**config.mk**
```make
export PLATFORM = sky130hd
export DESIGN_NAME = instruction_queue
export DESIGN_NICKNAME = d
export VERILOG_FILES = /design/src/rtl/instruction_queue.sv
export SDC_FILE = /design/constraint.sdc
export NUM_CORES = 1
export LEC_CHECK = 0
export BUFFER_PORTS_ARGS = -buffer_cell sky130_fd_sc_hd__buf_2
export CAP_MARGIN = 5
export CORE_AREA = 3 3 287 204
export CTS_CLUSTER_DIAMETER = 100
export DETAILED_ROUTE_END_ITERATION = 12
export DIE_AREA = 0 0 290 207
export GPL_ROUTABILITY_DRIVEN = 0
export PLACE_DENSITY = 0.52
export SYNTH_ARGS = -nofsm -noshare
export SYNTH_HDL_FRONTEND = slang
export SYNTH_SLANG_ARGS = --single-unit
```
**constraint.sdc**
```tcl
create_clock -name clk -period 10.5 [get_ports clk]
set_input_delay 2.1 -clock clk [delete_from_list [all_inputs] [get_ports clk]]
set_output_delay 2.1 -clock clk [all_outputs]
set_load 0.005 [all_outputs]
```
**src/rtl/instruction_queue.sv**
```systemverilog
// Circular instruction queue between fetch and decode, with push/pop/flush control.
// Define IQ_BYPASS_EN to let an instruction pushed into an empty queue appear at the head in the same cycle.
module instruction_queue #(
    parameter int iq_size       = 8,
    parameter int iq_index_bits = 3
) (
    input  logic                     clk,
    input  logic                     rst,
    input  logic [31:0]              inst_in,
    input  logic [31:0]              pc_in,
    input  logic                     load_iq,
    output logic                     iq_full,
    input  logic                     flush_iq,
    output logic [31:0]              instruction_iq_head,
    output logic [31:0]              PC_iq_head,
    output logic                     load_dec_iq,
    input  logic                     full_dec,
    output logic [iq_index_bits:0]   iq_count
);

    localparam logic [iq_index_bits:0] full_count = (iq_index_bits+1)'(iq_size);

    logic [31:0]              inst_mem [iq_size];
    logic [31:0]              pc_mem   [iq_size];

    logic [iq_index_bits-1:0] rd_ptr;
    logic [iq_index_bits-1:0] wr_ptr;
    logic [iq_index_bits:0]   count;

    logic                     empty;
    logic                     push_ok;
    logic                     do_write;
    logic                     queue_pop;
    logic                     bypass;

    assign empty    = (count == '0);
    assign iq_full  = (count == full_count);
    assign iq_count = count;

    // Full is taken from the registered count only, so a same-cycle pop never frees a slot.
    assign push_ok   = load_iq && !iq_full && !flush_iq;
    assign queue_pop = !empty && !full_dec && !flush_iq;

`ifdef IQ_BYPASS_EN
    // rst gating keeps the head outputs at zero while reset is held.
    assign bypass   = rst && empty && load_iq && !flush_iq;
    assign do_write = push_ok && !(bypass && !full_dec);
`else
    assign bypass   = 1'b0;
    assign do_write = push_ok;
`endif

    always_comb begin
        instruction_iq_head = 32'h0;
        PC_iq_head          = 32'h0;
        load_dec_iq         = 1'b0;
        if (bypass) begin
            instruction_iq_head = inst_in;
            PC_iq_head          = pc_in;
            load_dec_iq         = 1'b1;
        end else if (!empty) begin
            instruction_iq_head = inst_mem[rd_ptr];
            PC_iq_head          = pc_mem[rd_ptr];
            load_dec_iq         = 1'b1;
        end
    end

    // Storage is deliberately left unreset; count and pointers define validity.
    always_ff @(posedge clk) begin
        if (do_write) begin
            inst_mem[wr_ptr] <= inst_in;
            pc_mem[wr_ptr]   <= pc_in;
        end
    end

    always_ff @(posedge clk or negedge rst) begin
        if (!rst) begin
            rd_ptr <= '0;
            wr_ptr <= '0;
            count  <= '0;
        end else if (flush_iq) begin
            rd_ptr <= '0;
            wr_ptr <= '0;
            count  <= '0;
        end else begin
            if (do_write)
                wr_ptr <= wr_ptr + 1'b1;
            if (queue_pop)
                rd_ptr <= rd_ptr + 1'b1;
            case ({do_write, queue_pop})
                2'b10:   count <= count + 1'b1;
                2'b01:   count <= count - 1'b1;
                default: count <= count;
            endcase
        end
    end

endmodule

```
Yosys cells after proc, flatten, opt, wreduce, memory -nomap -nowiden

Memories as Yosys holds them, arrays and structs flattened.
Index checks and enable logic that the tools add are counted.

Flip-flop bits (word level): 10
RAM bits: 512
Logic and storage cells: 35
Input bits: 69
Memories: 2

Mux-type cells: 11
Reduce and logical (&&, ||, !) cells: 12
Equality and inequality tests: 3
Add/subtract/negate cells: 4

Memory list:

| name     | depth | bits a word | read ports | clocked after memory_dff | wr ports | line | source |
|---|---|---|---|---|---|---|---|
| inst_mem | 8     | 32          | 1          | 0                        | 1        | 23   | `logic [31:0] inst_mem [iq_size];` |
| pc_mem   | 8     | 32          | 1          | 0                        | 1        | 24   | `logic [31:0] pc_mem [iq_size];` |

Operators by type and width:

| cell                | count |
|---|---|
| $mux 32             | 2 |
| $mux 3              | 4 |
| $pmux 4 s2          | 1 |
| $add 3x1->3 const B | 2 |
| $add 4x1->4 const B | 1 |
| $eq 4x4->1 const B  | 1 |
| $logic_and 1x1->1   | 4 |
| $logic_not 1->1     | 4 |
| $logic_not 4->1     | 1 |
| $mux 4              | 1 |
| $reduce_bool 2->1   | 2 |
| $sub 4x1->4 const B | 1 |
| $mux 1              | 3 |
| $reduce_bool 3->1   | 1 |
| $eq 2x1->1 const B  | 1 |
| $eq 2x2->1 const B  | 1 |

Logic depth before layout (Yosys ltp)

Gate-level depths: netlist of run 1.

Depth after elaboration: 7
Depth in mapped cells: 10

Worst setup path before layout of run 1

OpenSTA, ideal clock, no wires.

Kind: input -> register
Start point: input load_iq
End point: memory inst_mem[0][0], enable pin
Library setup time: 0.565 ns
Cell stages on the path: 4
Setup slack: 2.717 ns
Arrival: 7.219 ns
Path buffers: 1
Cell sequence: clkbuf_1 -> nand2_1 -> or3_1 -> nor3_1

Word-level cells in the longest chain between the ends: 4

Ends and longest elaborated chain:

| item                           | line | source |
|---|---|---|
| from (decl)                    | 11   | `input logic load_iq,` |
| $logic_and 1x1->1 (2 in a row) | 41   | `assign push_ok = load_iq && !iq_full && !flush_iq;` |
| $mux 1                         | 70   | `if (do_write) begin` |
| $mux 1 (not written as such)   | 71   | `inst_mem[wr_ptr] <= inst_in;` |
| to (decl)                      | 23   |  |

Every way passes these cells.

Worst setup path after layout of run 1

Start point: register rd_ptr[0]
End point: output instruction_iq_head[10]

Word-level cells in the longest chain between the ends: 2

Ends and longest elaborated chain:

| item                   | line | source |
|---|---|---|
| from (decl)            | 26   | `logic [iq_index_bits-1:0] rd_ptr;` |
| from (signal assigned) | 89   | `rd_ptr <= rd_ptr + 1'b1;` |
| $mem_v2 8x32           | n/a  |  |
| $mux 32                | 61   | `end else if (!empty) begin` |
| to (decl)              | 14   | `output logic [31:0] instruction_iq_head,` |

Every way passes these cells.

==> summary.txt, run 1 <==
Status
  • Status: finished, final reports clean

STA
  • Worst Tran Pin Value: 1.121 ns
  • Final number of setup-violating endpoints: 0
  • Pins Over Slew Limit: 0
  • Fin crit period: between 5 and 6 ns
  • F_max: 175.3 MHz
  • RSZ-0062 raised after global routing: no
  • Total negative slack: 0 ns
  • Final-report hold violation count: 0
  • Worst Slack Setup Final: 4.794 ns
  • Worst hold margin: just over 0.6 ns
  • Max-Slew Margin vs Limit: 25.29%
  • Clk_skew: 0.01143 ns
  • Period utilization: a little over half

Final layout
  • Area delta synth->final: 15.86%
  • Nets: 1131
  • Finished Layout Cells: 1844
  • Most frequent cells in the layout: edfxtp_1, buf_2, mux4_2
  • # fillers: 4997
  • Fraction of layout cells with a size suffix above 1: 33.49%
  • Leading cell type in the layout, fill and taps excluded: edfxtp_1

Routing
  • Via/cell ratio: 5.020
  • Post-route DRC: 0
  • Antenna Violating Nets Remaining: 0
  • Initial DRC count: 688
  • Drt total wl: 43.03 mm
  • Routed vias: 9256
  • Avg WL per Cell: ~23 um
  • Pre-antenna DRT Iters: 5

Logic synthesis
  • Library cells used by synthesis: 35
  • Syn avg cell area: 22.40 um^2
  • Share of the synthesized area in the top cell type: 76.68%
  • Main area contributors after synthesis: edfxtp_1, mux4_2, mux2i_1
  • Cell accounting for the most synthesized area: edfxtp_1
  • Syn Inst Count: just under 900
  • Synth warn: 0
  • Primary FF master, synth: edfxtp_1
  • Syn_nets: 968
  • Post-synth EDFFs: around 500
  • FF+latch count, synth: 522
  • Post-Syn Area: 20050 um^2
  • Register area share after synthesis: 77.93%
  • Share of async-settable or async-resettable flops after synthesis: under 10%

Setup path
  • Worst setup SP type: flop
  • Required @ worst endpoint: 8.40 ns
  • RR Startpoint: iq_count[0]
  • Crit Path Class: reg2out
  • Critical path capture point type: primary output
  • Register-to-register setup slack: 7.07 ns
  • R2r endpoint: pc_mem[2][17]
  • Worst Setup SP: rd_ptr[0]
  • Worst reg2reg path depth: 5
  • CP endpoint: instruction_iq_head[10]
  • Worst EP arrival: 3.61 ns
  • CP max FO: 29

Place
  • I/O Buffers: 138
  • Final HPWL DP: ~22 mm
  • Dpl ws: just over 5 ns
  • Placed cells: 1757

CTS
  • Setup Fix Bufs, Post-CTS: 0
  • Worst-path clk slew: 0.07 ns
  • Clock tree root buffer cell: clkbuf_16
  • Post-CTS Resized: 0
  • TritonCTS clock tree: built
  • CTS Buf Count: 49
  • Hold buffer count at cts: 0
  • Clock sinks: approximately 520
  • Later-pin clock latency in the skew report: 0.55 ns
  • Clock tree buffer depth: 3
  • CTS H-tree depth: 2

Floorplanning
  • Site Rows: 73
  • Die Width: 290 um
  • Top Ports: 139
  • Die height: 207 um
  • Initial Util: between 30% and 40%
  • Core Box Area: roughly 56000 um^2
  • Die area: 60030 um^2

Global route
  • Vias in the first global route: about 10k
  • First-pass GRT wire length: 65.22 mm
  • Aggregate global-route resource usage: 14.32%
  • Congestion Overflow GR: 0
  • Initial antenna violation count: 7
  • Largest net degree at the start of global routing: 73

Worst hold path
  • Hold crit path type: reg2reg

Run
  • Max Cap Viol: 0

Pwr
  • VDD IR max: around 0.00011 V
  • Pwr per Cell Area: 222.1 nW/um^2
  • Leak: around 7.3 nW
layout make-up:
type	instances	area, um^2	share of cell area (%)
diodes	1	2.502	0.01077
clock buffers	60	1267	5.456
inverters	4	15.01	0.06463
well taps	750	938.4	4.040
repair buffers	159	848.3	3.652
flip-flops and latches	522	15640	67.31
multi-input cells	322	4267	18.37
clock inverters	26	255.2	1.099
worst min-delay path by stage:
stage / from / to / slack [ns] / depth (start not counted)
CTS: wr_ptr[0] / wr_ptr[0] / 0.61 / 2
detailed placement: wr_ptr[0] / wr_ptr[0] / 0.59 / 2
floorplan: wr_ptr[0] / wr_ptr[0] / 0.55 / 2
global route: wr_ptr[0] / wr_ptr[0] / 0.62 / 2
finish: wr_ptr[0] / wr_ptr[0] / 0.61 / 2
global placement: wr_ptr[0] / wr_ptr[0] / 0.58 / 2
Yosys cell counts (all sizes together), types with 4 or more instances:
master  count
edfxtp    512
mux4      128
nor2       76
mux2i      65
clkbuf     24
buf        23
dfrtp      10
a21oi       5
nor3        5
ha          4
nand2       4
o21ai       4
logic make-up after synthesis:
logic type | after synthesis | share of synthesized area [%]
compound gates | 17 | 0.5741
xor+xnor | 5 | 0.2184
fa+ha+maj | 4 | 0.2496
buf+inv | 51 | 1.111
flops | 522 | 77.93
mux | 193 | 17.62
simple gates | 103 | 2.296
per-stage QoR:
| step | util, % | instance area (um^2) | power (mW) |
|---|---|---|---|
| 3_5_place_dp | 38.58 | 21700 | 3.545 |
| 6_report | 41.29 | 23230 | 5.160 |
| 5_1_grt | 41.29 | 23230 | 5.431 |
| 3_3_place_gp | 38.58 | 21700 | 3.536 |
| 4_1_cts | 41.28 | 23230 | 5.267 |
| 2_1_floorplan | - | 20050 | 3.086 |
state kept, by name (all words and copies together), names as in the netlist:
signal    count
inst_mem    256
pc_mem      256
iq_count      4
rd_ptr        3
wr_ptr        3
metal layers:
| metal | share of wire (%) | routed length (um) | vias to the layer above | track usage [%] |
|---|---|---|---|---|
| li1 | - | - | 4047 | - |
| met1 | 45 | 19510 | 4936 | 20.18 |
| met2 | 48 | 20630 | 184 | 23.15 |
| met3 | 4.9 | 2093 | 77 | 3.140 |
| met4 | 1.7 | 731 | 12 | 2.831 |
| met5 | 0.17 | 72 | - | 0 |
critical path, cell delays in order (launching register included):
cell and delay, ns:
dfrtp_4 0.81, buf_4 0.59, buf_4 0.62, mux4_2 0.58
mux2i_1 0.20, nor2_1 0.06, buf_2 0.13
where the power goes:
part	leakage [nW]	total (mW)	switching [mW]	internal (mW)
combinational	1.80	1.01	0.555	0.453
clock	0.727	1.71	0.730	0.978
sequential	4.75	2.44	0.0721	2.37
Note: power is estimated with default switching activity, not from simulation.
==> run 2: changes to the inputs <==
ABC_AREA = 1   (was default)
CORE_AREA = 3 3 289 206   (was 3 3 287 204)
DIE_AREA = 0 0 292 209   (was 0 0 290 207)
clock period = 5.6 ns   (was 10.5 ns; I/O delays follow)
==> run 2 against run 1 <==
- global-route usage is 1.9 points higher
- routed wire length is 17% higher
- flip-flop and latch count stayed put
- register-to-register slack worse by 4.4 ns
- first-iteration DRC count is 51% higher
- clock power is 97% higher
- final area is 1.3% higher
- non-clock buffer count is 8 higher
- worst setup slack worse by 3.6 ns
- final cell count is 33% higher
- sequential power is 85% higher
- utilization is 0.19 points higher
- largest power group unchanged
==> summary.txt, run 2 <==
CTS
  • Clock tree buffer depth: 3 (unchanged)
  • TritonCTS clock tree: built
  • CTS Buf Count: 51 (+4.1%)
  • Hold buffer count at cts: 0 (unchanged)
  • CTS H-tree depth: 2 (unchanged)
  • Setup Fix Bufs, Post-CTS: 0 (unchanged)
  • Clock tree root buffer cell: clkbuf_16
  • Post-CTS Resized: 0 (unchanged)
  • Later-pin clock latency in the skew report: 0.56 ns (about the same)
  • Clock sinks: 522 (unchanged)
  • Worst-path clk slew: 0.06 ns (about the same)

Final layout
  • Leading cell type in the layout, fill and taps excluded: edfxtp_1
  • Area delta synth->final: 14.96%
  • Fraction of layout cells with a size suffix above 1: 14.81% (-19 points)
  • Most frequent cells in the layout: edfxtp_1, nor2_1, o21ai_0
  • Nets: 1736 (+53%)

Pwr
  • Clock network fraction of design power: 31.4% (-1.7 points)
  • Logic gate share of total power: 26.5% (+7.0 points)
  • Pwr per Cell Area: 456.4 nW/um^2 (+110%)
  • Sw Ratio: 31.72% (+5.4 points)
  • Switching power: 3.406 mW (+150%)
  • Sequential Power Share: 42.1% (-5.3 points)
  • Leak: 7.917 nW (+8.7%)
  • Int Pwr: 7.331 mW (+93%)
  • VDD IR max: 0.0002990 V (+170%)

Logic synthesis
  • Post-synthesis compound-gate area fraction: 12.04% (+11 points)
  • Syn Inst Count: 1548 (+73%)
  • Cell accounting for the most synthesized area: edfxtp_1
  • Synth warn: 0 (unchanged)
  • Syn avg cell area: 13.22 um^2 (-41%)
  • Synth Area in Simple Gates: 8.119% (+5.8 points)
  • Mux cell area share after synthesis: 0% (-18 points)
  • Largest family of logic cells by synthesized area: compound AO/OA/AOI/OAI gates
  • Share of the synthesized area in the top cell type: 75.13% (-1.6 points)
  • Top-count cell post-synth: edfxtp_1
  • Post-Syn Area: 20460 um^2 (+2.1%)
  • Synth Area in Adders: 0.2446% (-0.0051 points)
  • Xor/xnor share of the synthesized area: 0.04280% (-0.18 points)
  • Main area contributors after synthesis: edfxtp_1, nor2_1, o21ai_0
  • Library cells used by synthesis: 25 (-29%)
  • Syn_nets: 1621 (+67%)
  • Register area share after synthesis: 76.35% (-1.6 points)
  • Post-synth EDFFs: 512 (unchanged)
  • FF+latch count, synth: 522 (unchanged)
  • Top post-synthesis cells by count: edfxtp_1, nor2_1, o21ai_0
  • Share of async-settable or async-resettable flops after synthesis: 1.916% (unchanged)
  • Primary FF master, synth: edfxtp_1

Floorplanning
  • Initial Util: 36.08% (+0.44 points)
  • Core Box Area: 56720 um^2 (+0.81%)
  • Die Width: 292 um (+0.69%)
  • Top Ports: 139 (unchanged)
  • Site Rows: 73 (unchanged)
  • Die area: 61030 um^2 (+1.7%)
  • Die height: 209 um (+0.97%)

Worst hold path
  • Hold crit path type: in2async

Routing
  • Drt total wl: 50.14 mm (+17%)
  • Avg WL per Cell: 20.43 um (-12%)
  • Pre-antenna DRT Iters: 4 (-1)
  • Via/cell ratio: 5.082 (+1.2%)
  • Post-route DRC: 0 (unchanged)
  • Routed vias: 12.47k (+35%)
  • Antenna Violating Nets Remaining: 0 (unchanged)
  • Initial DRC count: 1042 (+51%)

Setup path
  • Critical path capture point type: primary output
  • Worst EP arrival: 3.29 ns (-0.32 ns)
  • CP max FO: 98 (+240%)
  • Worst setup SP type: flop
  • Worst reg2reg path depth: 15 (+10)
  • Crit Path Class: reg2out
  • Required @ worst endpoint: 4.48 ns (-3.92 ns)

Global route
  • Vias in the first global route: 12.31k (+23%)
  • Largest net degree at the start of global routing: 145 (+99%)
  • First-pass GRT wire length: 77.00 mm (+18%)
  • Aggregate global-route resource usage: 16.23% (+1.9 points)
  • Initial antenna violation count: 9 (+2)
  • Congestion Overflow GR: 0 (unchanged)

STA
  • Pins Over Slew Limit: 0 (unchanged)
  • RSZ-0062 raised after global routing: no
  • Fin crit period: 4.413 ns
  • Clk_skew: 0.01088 ns (-0.0005507 ns)
  • Period utilization: 78.81%
  • Final number of setup-violating endpoints: 0 (unchanged)
  • Worst hold margin: 0.4220 ns (-0.1849 ns)
  • Final-report hold violation count: 0 (unchanged)
  • Worst Tran Pin Value: 1.066 ns (-0.05446 ns)
  • Total negative slack: 0 ns (unchanged)
  • Max-Slew Margin vs Limit: 28.67% (+3.4 points)
  • F_max: ~230 MHz

Place
  • I/O Buffers: 138 (unchanged)
  • Final HPWL DP: 25.92 mm (+16%)

Status
  • Status: finished, final reports clean

Run
  • Max Cap Viol: 0 (unchanged)
[run 2: worst max-delay path: stages, from the launching register on]
cell	delay [ns]
dfrtp_4	0.75
inv_6	0.63
buf_12	0.35
o21ai_1	0.09
o22ai_1	0.15
o21ai_0	0.09
a31oi_1	0.34
buf_2	0.18
[run 2: layout make-up]
type	count	area [um^2]
fillers	5289	33190
repair buffers	167	996.0
clock buffers	66	1375
inverters	21	88.84
diodes	2	5.005
multi-input cells	900	4247
flip-flops and latches	522	15630
clock inverters	26	244.0
well taps	750	938.4
[run 2: final timing paths]
kind                                      endpoint   startpoint  slack [ns]
max in group asynchronous                rd_ptr[1]          rst        4.93
setup / recovery           instruction_iq_head[17]    rd_ptr[0]        1.19
hold / removal                         iq_count[1]          rst        0.42
hold reg to reg                          wr_ptr[0]    wr_ptr[0]        0.59
min in group clk                         wr_ptr[0]    wr_ptr[0]        0.59
setup reg to reg                       iq_count[3]  iq_count[0]        2.65
[run 2: power groups by stage]
stage | Clock (mW) | Combinational [mW] | Sequential [mW]
after global routing | 3.64 | 3.19 | 4.54
after CTS | 3.46 | 2.91 | 4.52
after floorplan | 0 | 1.85 | 4.53
after global placement | 0 | 2.88 | 4.60
final | 3.37 | 2.84 | 4.52
after detailed placement | 0 | 2.90 | 4.61
[run 2: cell families after synthesis]
group,count (synthesis)
AOI/OAI and AO/OA,460
xor gates and xnor gates,1
adders and majority gates,4
buffers and inverters,126
DFF,522
and+or+nand+nor,435
[run 2: through the flow]
step | total power [mW] | cells | instance area, um^2 | setup slack (ns) | utilization [%]
2_1_floorplan | 6.383 | 1548 | 20460 | 0.9445 | -
5_1_grt | 11.36 | 2453 | 23520 | 0.9680 | 41.47
3_5_place_dp | 7.507 | 2360 | 21900 | 1.759 | 38.61
3_3_place_gp | 7.481 | 2360 | 21900 | 1.804 | 38.61
6_report | 10.74 | 2454 | 23530 | 1.187 | 41.48
4_1_cts | 10.89 | 2452 | 23520 | 1.147 | 41.47
[run 2: layer usage]
metal / GRT usage, % / up-vias / routed length [um]
met5: 0 / - / 69
li1: - / 5946 / -
met2: 26.24 / 291 / 23270
met1: 22.73 / 6132 / 23250
met4: 3.612 / 12 / 918
met3: 3.262 / 90 / 2624
